==> config.mk <==
export PLATFORM = sky130hd
export DESIGN_NAME = seq_multiplier_flat
export DESIGN_NICKNAME = d
export VERILOG_FILES = /design/src/rtl/alu_pkg.sv /design/src/rtl/seq_multiplier_if.sv /design/src/rtl/mul_negate.sv /design/src/rtl/seq_multiplier.sv /design/src/flat_wrapper.sv
export SDC_FILE = /design/constraint.sdc
export NUM_CORES = 1
export LEC_CHECK = 0
export ABC_AREA = 1
export CAP_MARGIN = 0
export CORE_MARGIN = 1.5
export CORE_UTILIZATION = 45
export CTS_BUF_LIST = sky130_fd_sc_hd__clkbuf_16
export DETAILED_ROUTE_END_ITERATION = 10
export PLACE_DENSITY = 0.64
export RECOVER_POWER = 25
export SYNTH_ARGS = -nofsm -noshare
export SYNTH_HDL_FRONTEND = slang
export SYNTH_SLANG_ARGS = --single-unit
export TNS_END_PERCENT = 50
==> constraint.sdc <==
create_clock -name clk -period 4.94 [get_ports clk]
set_input_delay 0.494 -clock clk [delete_from_list [all_inputs] [get_ports clk]]
set_output_delay 0.494 -clock clk [all_outputs]
set_load 0.05 [all_outputs]
==> src/rtl/alu_pkg.sv <==
`default_nettype none
// ============================================================================
// Module      : alu_pkg
// Description : Encodings shared between the ALU decoder and the multiplier.
// Revision    : 1.0 - initial release
// ============================================================================
package alu_pkg;

    typedef enum logic [1:0] {
        IDLE = 2'd0,
        RUN  = 2'd1,
        FIX  = 2'd2,
        DONE = 2'd3
    } state_t;

    localparam logic MODE_MULTU = 1'b0;
    localparam logic MODE_MULT  = 1'b1;

    localparam logic [5:0] MULT  = 6'b011000;
    localparam logic [5:0] MULTU = 6'b011001;

endpackage : alu_pkg
`default_nettype wire

==> src/rtl/seq_multiplier_if.sv <==
`default_nettype none
// ============================================================================
// Module      : seq_multiplier_if
// Description : Request/result bundle between the ALU and the multiplier.
// Revision    : 1.0 - initial release
// ============================================================================
interface seq_multiplier_if #(
    parameter int WIDTH = 32
);
    logic                 start;
    logic                 is_signed;
    logic [WIDTH-1:0]     dataA;
    logic [WIDTH-1:0]     dataB;
    logic                 busy;
    logic                 done;
    logic [2*WIDTH-1:0]   dataOut;

    modport master (
        output start, is_signed, dataA, dataB,
        input  busy, done, dataOut
    );

    modport slave (
        input  start, is_signed, dataA, dataB,
        output busy, done, dataOut
    );
endinterface : seq_multiplier_if
`default_nettype wire

==> src/rtl/mul_negate.sv <==
`default_nettype none
// ============================================================================
// Module      : mul_negate
// Description : Combinational two's-complement negator.
// Revision    : 1.0 - initial release
// ============================================================================
module mul_negate #(
    parameter int WIDTH = 32
) (
    input  wire logic [WIDTH-1:0] i_value,
    output logic      [WIDTH-1:0] o_negated
);

    assign o_negated = ~i_value + WIDTH'(1);

endmodule : mul_negate
`default_nettype wire

==> src/rtl/seq_multiplier.sv <==
`default_nettype none
// ============================================================================
// Module      : seq_multiplier
// Description : Shift-add multiplier, one multiplier bit per cycle, with a
//               sign-correction cycle for MULT.
// Revision    : 1.0 - initial release
// ============================================================================
module seq_multiplier
    import alu_pkg::*;
#(
    parameter int WIDTH = 32
) (
    input  wire logic        clk,
    input  wire logic        reset,
    seq_multiplier_if.slave  bus
);

    localparam int c_CNT_W = $clog2(WIDTH + 1);

    state_t                 r_state;
    state_t                 w_state_nxt;
    logic                   w_accept;

    logic [WIDTH-1:0]       r_mcand;
    logic [WIDTH-1:0]       r_mplier;
    logic [2*WIDTH-1:0]     r_product;
    logic [2*WIDTH-1:0]     r_data_out;
    logic [c_CNT_W-1:0]     r_cnt;
    logic                   r_neg;
    logic                   r_done;

    logic                   w_signed;
    logic                   w_a_neg;
    logic                   w_b_neg;
    logic [WIDTH-1:0]       w_neg_a;
    logic [WIDTH-1:0]       w_neg_b;
    logic [WIDTH-1:0]       w_a_mag;
    logic [WIDTH-1:0]       w_b_mag;
    logic [2*WIDTH-1:0]     w_neg_prod;
    logic [WIDTH-1:0]       w_addend;
    logic [WIDTH:0]         w_sum;

    mul_negate #(.WIDTH(WIDTH)) u_neg_a (
        .i_value   (bus.dataA),
        .o_negated (w_neg_a)
    );

    mul_negate #(.WIDTH(WIDTH)) u_neg_b (
        .i_value   (bus.dataB),
        .o_negated (w_neg_b)
    );

    mul_negate #(.WIDTH(2*WIDTH)) u_neg_prod (
        .i_value   (r_product),
        .o_negated (w_neg_prod)
    );

    // The most negative operand negates to itself, which is exactly its
    // unsigned magnitude, so no special case is needed.
    assign w_signed = (bus.is_signed == MODE_MULT);
    assign w_a_neg  = w_signed & bus.dataA[WIDTH-1];
    assign w_b_neg  = w_signed & bus.dataB[WIDTH-1];
    assign w_a_mag  = w_a_neg ? w_neg_a : bus.dataA;
    assign w_b_mag  = w_b_neg ? w_neg_b : bus.dataB;

    // Keep the carry: it becomes the new product MSB after the shift.
    assign w_addend = r_mplier[0] ? r_mcand : '0;
    assign w_sum    = {1'b0, r_product[2*WIDTH-1:WIDTH]} + {1'b0, w_addend};

    always_comb begin
        w_state_nxt = r_state;
        w_accept    = 1'b0;
        case (r_state)
            IDLE: begin
                if (bus.start) begin
                    w_state_nxt = RUN;
                    w_accept    = 1'b1;
                end
            end
            RUN: begin
                if (r_cnt == c_CNT_W'(1)) begin
                    w_state_nxt = FIX;
                end
            end
            FIX: begin
                w_state_nxt = DONE;
            end
            DONE: begin
                if (bus.start) begin
                    w_state_nxt = RUN;
                    w_accept    = 1'b1;
                end else begin
                    w_state_nxt = IDLE;
                end
            end
            default: begin
                w_state_nxt = IDLE;
            end
        endcase
    end

    always_ff @(posedge clk) begin
        if (reset) begin
            r_state <= IDLE;
        end else begin
            r_state <= w_state_nxt;
        end
    end

    always_ff @(posedge clk) begin
        if (reset) begin
            r_mcand    <= '0;
            r_mplier   <= '0;
            r_product  <= '0;
            r_data_out <= '0;
            r_cnt      <= '0;
            r_neg      <= 1'b0;
            r_done     <= 1'b0;
        end else begin
            r_done <= (r_state == DONE);
            if (r_state == DONE) begin
                r_data_out <= r_product;
            end
            if (w_accept) begin
                r_mcand   <= w_a_mag;
                r_mplier  <= w_b_mag;
                r_neg     <= w_a_neg ^ w_b_neg;
                r_product <= '0;
                r_cnt     <= c_CNT_W'(WIDTH);
            end else if (r_state == RUN) begin
                r_product <= {w_sum, r_product[WIDTH-1:1]};
                r_mplier  <= r_mplier >> 1;
                r_cnt     <= r_cnt - c_CNT_W'(1);
            end else if (r_state == FIX && r_neg) begin
                r_product <= w_neg_prod;
            end
        end
    end

    assign bus.busy    = (r_state != IDLE);
    assign bus.done    = r_done;
    assign bus.dataOut = r_data_out;

endmodule : seq_multiplier
`default_nettype wire

==> src/flat_wrapper.sv <==
// flat-port wrapper written by rule: the top's interface ports become plain ports
module seq_multiplier_flat import alu_pkg::*;
#(
    parameter int WIDTH = 32
)
  (clk, reset, bus_start, bus_is_signed, bus_dataA, bus_dataB, bus_busy, bus_done, bus_dataOut);
  seq_multiplier_if #(.WIDTH(WIDTH)) bus_i ();
  input  wire logic clk;
  input  wire logic reset;
  input wire logic [$bits(bus_i.start)-1:0] bus_start;
  input wire logic [$bits(bus_i.is_signed)-1:0] bus_is_signed;
  input wire logic [$bits(bus_i.dataA)-1:0] bus_dataA;
  input wire logic [$bits(bus_i.dataB)-1:0] bus_dataB;
  output wire logic [$bits(bus_i.busy)-1:0] bus_busy;
  output wire logic [$bits(bus_i.done)-1:0] bus_done;
  output wire logic [$bits(bus_i.dataOut)-1:0] bus_dataOut;
  assign bus_i.start = bus_start;
  assign bus_i.is_signed = bus_is_signed;
  assign bus_i.dataA = bus_dataA;
  assign bus_i.dataB = bus_dataB;
  assign bus_busy = bus_i.busy;
  assign bus_done = bus_i.done;
  assign bus_dataOut = bus_i.dataOut;
  seq_multiplier #(.WIDTH(WIDTH)) u_core (.clk(clk), .reset(reset), .bus(bus_i));
endmodule
==> results.tsv <==
metric	value	unit
finalSetupViolCount	0	
cts_hold_buf	0	
final_min_period_over_clock_period	67.9	%
end_kind	flop	
clock_transition_at_the_registers_of_the_reported_paths	50	ps
h_tree_lvl_count	1	
critical_path.slowest_cell	sky130_fd_sc_hd__clkbuf_1	
synth-main-ff-cell	sky130_fd_sc_hd__dfxtp_1	
final.setup.worst_slack	1590	ps
final.setup.tns	0	ps
reg2reg_slack	1940	ps
io_buffers	133	
clock_latency	530	ps
power_density	481	mW/mm^2
drc	0	
area_growth	16.6	%
p_sw	3.68	mW
cp_cell_sequence	dlygate4sd3_1 -> buf_4 -> clkinv_1 -> clkbuf_1 -> o21ai_0 -> a21oi_1	
core.rowCount	64	
sw_frac_of_total	47.1	%
grt_first_pass_wirelength	70300	um
first_iter_violations	1114	
internal_power	4.13	mW
post_synth_instance_area	0.0139	mm^2
finalClockSkew	27.4	ps
synth-warning-count	0	
worstSetupStartpointType	input port	
power.share.combinational	49.0	%
ff_latch_area	0.00404	mm^2
critical_path_required	5360	ps
place_inst	2741	
dp.final_hpwl	33100	um
outcome	complete, but fails checks	
critical_path_peak_fanout	65	
synth_area_per_cell	6.09	um^2
seq_area_frac_synth	29.1	%
synth_async_sr_flop_share	0	%
post-cts-setup-buffers	0	
p_leak	7.70	nW
holdCritPathClass	reg2reg	
cts_tree	yes	
global_route.usage.total	27.3	%
worst-slew-pin-transition	2180	ps
synth.area.top_cells	sky130_fd_sc_hd__dfxtp_1 29%, sky130_fd_sc_hd__nand2_1 16%, sky130_fd_sc_hd__nor2_1 8.1%	
core_region_area	0.0305	mm^2
critPathKind	in2reg	
drive_above_1_share	4.52	%
vias_per_cell	5.33	
synth-edff-count	0	
critPathMaxStageDelay	1570	ps
drv_cap	2	
detail_route.wl_per_cell	15.6	um
grt_start_max_net_pins	106	
timing.critical_path.arrival	3780	ps
synth_seq_cells	202	
most_used_cells_in_the_layout_excluding_fill_and_tap_cells	610 x sky130_fd_sc_hd__nand2_1, 296 x sky130_fd_sc_hd__nor2_1, 271 x sky130_fd_sc_hd__inv_1, 202 x sky130_fd_sc_hd__dfxtp_1, 183 x sky130_fd_sc_hd__o21ai_0	
syn_nets	2396	
wirelength	43400	um
cts-root-buf	sky130_fd_sc_hd__clkbuf_16	
grt_antenna_before_repair	0	
post_cts_resized	0	
clock_tree.buffer_depth	3	
clockPowerShare	21.1	%
pre_cts_slack	1500	ps
detail_route.first_pass.iterations	5	
multi_input_combinational_cell_area	0.00852	mm^2
vias_in_the_first_global_route	13600	
net_total_in_the_final_layout	2482	
gp_congestion	0.938	
totalPowerFinal	7.81	mW
grt_overflow_total	0	
drtAntennaViolNets	0	
die-area	0.0320	mm^2
synthDominantAreaCellType	sky130_fd_sc_hd__dfxtp_1	
ports_placed_on_the_boundary	134	
rsz0062_at_grt	false	
final-instance-count-excl-fill	2784	
proportion_of_netlist_area_held_by_the_largest_area_contributor	29.1	%
fp.dieH	179	um
failed_checks	capacitance limit, slew limit	
timing.max_slew.rel_slack	-45.1	%
postLayoutCoreUtil	53.2	%
ys_types	51	
synthCells	2285	
max_freq	298	MHz
final-max-slew-violation-count	172	
pwr-share-seq	29.9	%
start_util	45.6	%
num_antenna_cells	0	
worst_ir_drop_vdd	0.322	mV
nFillCells	3219	
finalHoldViolCount	0	
layout_min_cycle_time	3350	ps
number_of_clock_sinks_seen_by_cts	202	
vias	14800	
cts-buffers-inserted	24	
die_w	179	um
mostFrequentLayoutCell	sky130_fd_sc_hd__nand2_1	
-- worst paths after layout --
path / cells after the start / to / startpoint
setup / recovery: 6 / u_core.bus.dataOut[37] / reset
hold / removal: 2 / u_core.r_mcand[30] / u_core.r_mcand[30]
setup reg to reg: 15 / u_core.r_product[54] / u_core.r_mplier[0]
hold reg to reg: 2 / u_core.r_mcand[30] / u_core.r_mcand[30]
-- layout make-up --
cell class              instances  share of cell area, %
multi-input cells            1727                   52.5
well taps                     396                   3.05
flip-flops and latches        202                   24.9
clock buffers                  24                   3.70
inverters                     272                   6.30
repair buffers                144                   8.68
clock inverters                19                  0.825
-- metal layers --
metal	GRT usage [%]	share of wire [%]	vias to the layer above
met1	39.4	49	6754
li1	-	-	7619
met4	8.37	3.0	0
met5	0	0	-
met2	43.0	43	393
met3	2.25	5.1	82
-- stage by stage --
stage | hold WS [ps] | instance area, um^2
floorplan | 426 | 13900
global placement | 438 | 15500
detailed placement | 444 | 15500
CTS | 459 | 16200
global route | 466 | 16200
finish | 455 | 16200
-- power groups by stage --
stage          clock [mW]  combinational [mW]  sequential, mW
4_1_cts              1.70                3.84            2.33
3_5_place_dp            0                3.82            2.36
2_1_floorplan           0                2.43            2.55
3_3_place_gp            0                3.80            2.35
5_1_grt              1.76                4.26            2.38
6_report             1.65                3.83            2.33
-- cell families (layout without fill, tap and decap cells) --
family | after synthesis | in the layout | synth area share, %
simple gates | 1198 | 1198 | 37.3
fa+ha+maj | 43 | 43 | 3.92
xor+xnor | 46 | 46 | 2.90
flops | 202 | 202 | 29.1
compound gates | 440 | 440 | 16.9
buf+inv | 356 | 459 | 9.90
-- worst max-delay path, delay by kind of cell --
family          cells  cell delay [ps]
compound gates      2              540
buf+inv             4             2660
-- state kept, by name, indices dropped and copies added (netlist names) --
signal	count
u_core.r_neg	1
u_core.r_state	2
u_core.r_cnt	6
u_core.r_mplier	32
u_core.r_product	64
u_core.bus.done	1
u_core.bus.dataOut	64
u_core.r_mcand	32
-- cells in the mapped netlist, types with 2 or more instances --
master and instances:
sky130_fd_sc_hd__a21oi_1 174, sky130_fd_sc_hd__o211ai_1 3, sky130_fd_sc_hd__xnor2_1 8, sky130_fd_sc_hd__ha_1 42, sky130_fd_sc_hd__nand3b_1 9, sky130_fd_sc_hd__nor2_2 12, sky130_fd_sc_hd__and3_1 3, sky130_fd_sc_hd__o221ai_1 5
sky130_fd_sc_hd__nor3_1 33, sky130_fd_sc_hd__o21ai_0 183, sky130_fd_sc_hd__nor2_1 301, sky130_fd_sc_hd__o31ai_1 6, sky130_fd_sc_hd__inv_2 2, sky130_fd_sc_hd__nor2_4 7, sky130_fd_sc_hd__clkinv_1 4, sky130_fd_sc_hd__nand2_2 10
sky130_fd_sc_hd__dfxtp_1 202, sky130_fd_sc_hd__nor4_1 8, sky130_fd_sc_hd__buf_1 9, sky130_fd_sc_hd__nor2_8 4, sky130_fd_sc_hd__nand4_2 2, sky130_fd_sc_hd__or2_0 2, sky130_fd_sc_hd__nand3_2 5, sky130_fd_sc_hd__nand3b_4 2
sky130_fd_sc_hd__a31oi_1 44, sky130_fd_sc_hd__inv_1 265, sky130_fd_sc_hd__clkbuf_1 61, sky130_fd_sc_hd__nand3_1 148, sky130_fd_sc_hd__nand2_4 3, sky130_fd_sc_hd__o21bai_1 7, sky130_fd_sc_hd__xor2_1 38, sky130_fd_sc_hd__or2_2 6
sky130_fd_sc_hd__nand2_1 610, sky130_fd_sc_hd__buf_6 3, sky130_fd_sc_hd__buf_2 10, sky130_fd_sc_hd__a21boi_0 3, sky130_fd_sc_hd__nand4_1 29, sky130_fd_sc_hd__o21ai_1 8, sky130_fd_sc_hd__a32o_1 2
No activity file was read; power rests on OpenSTA's default activity.
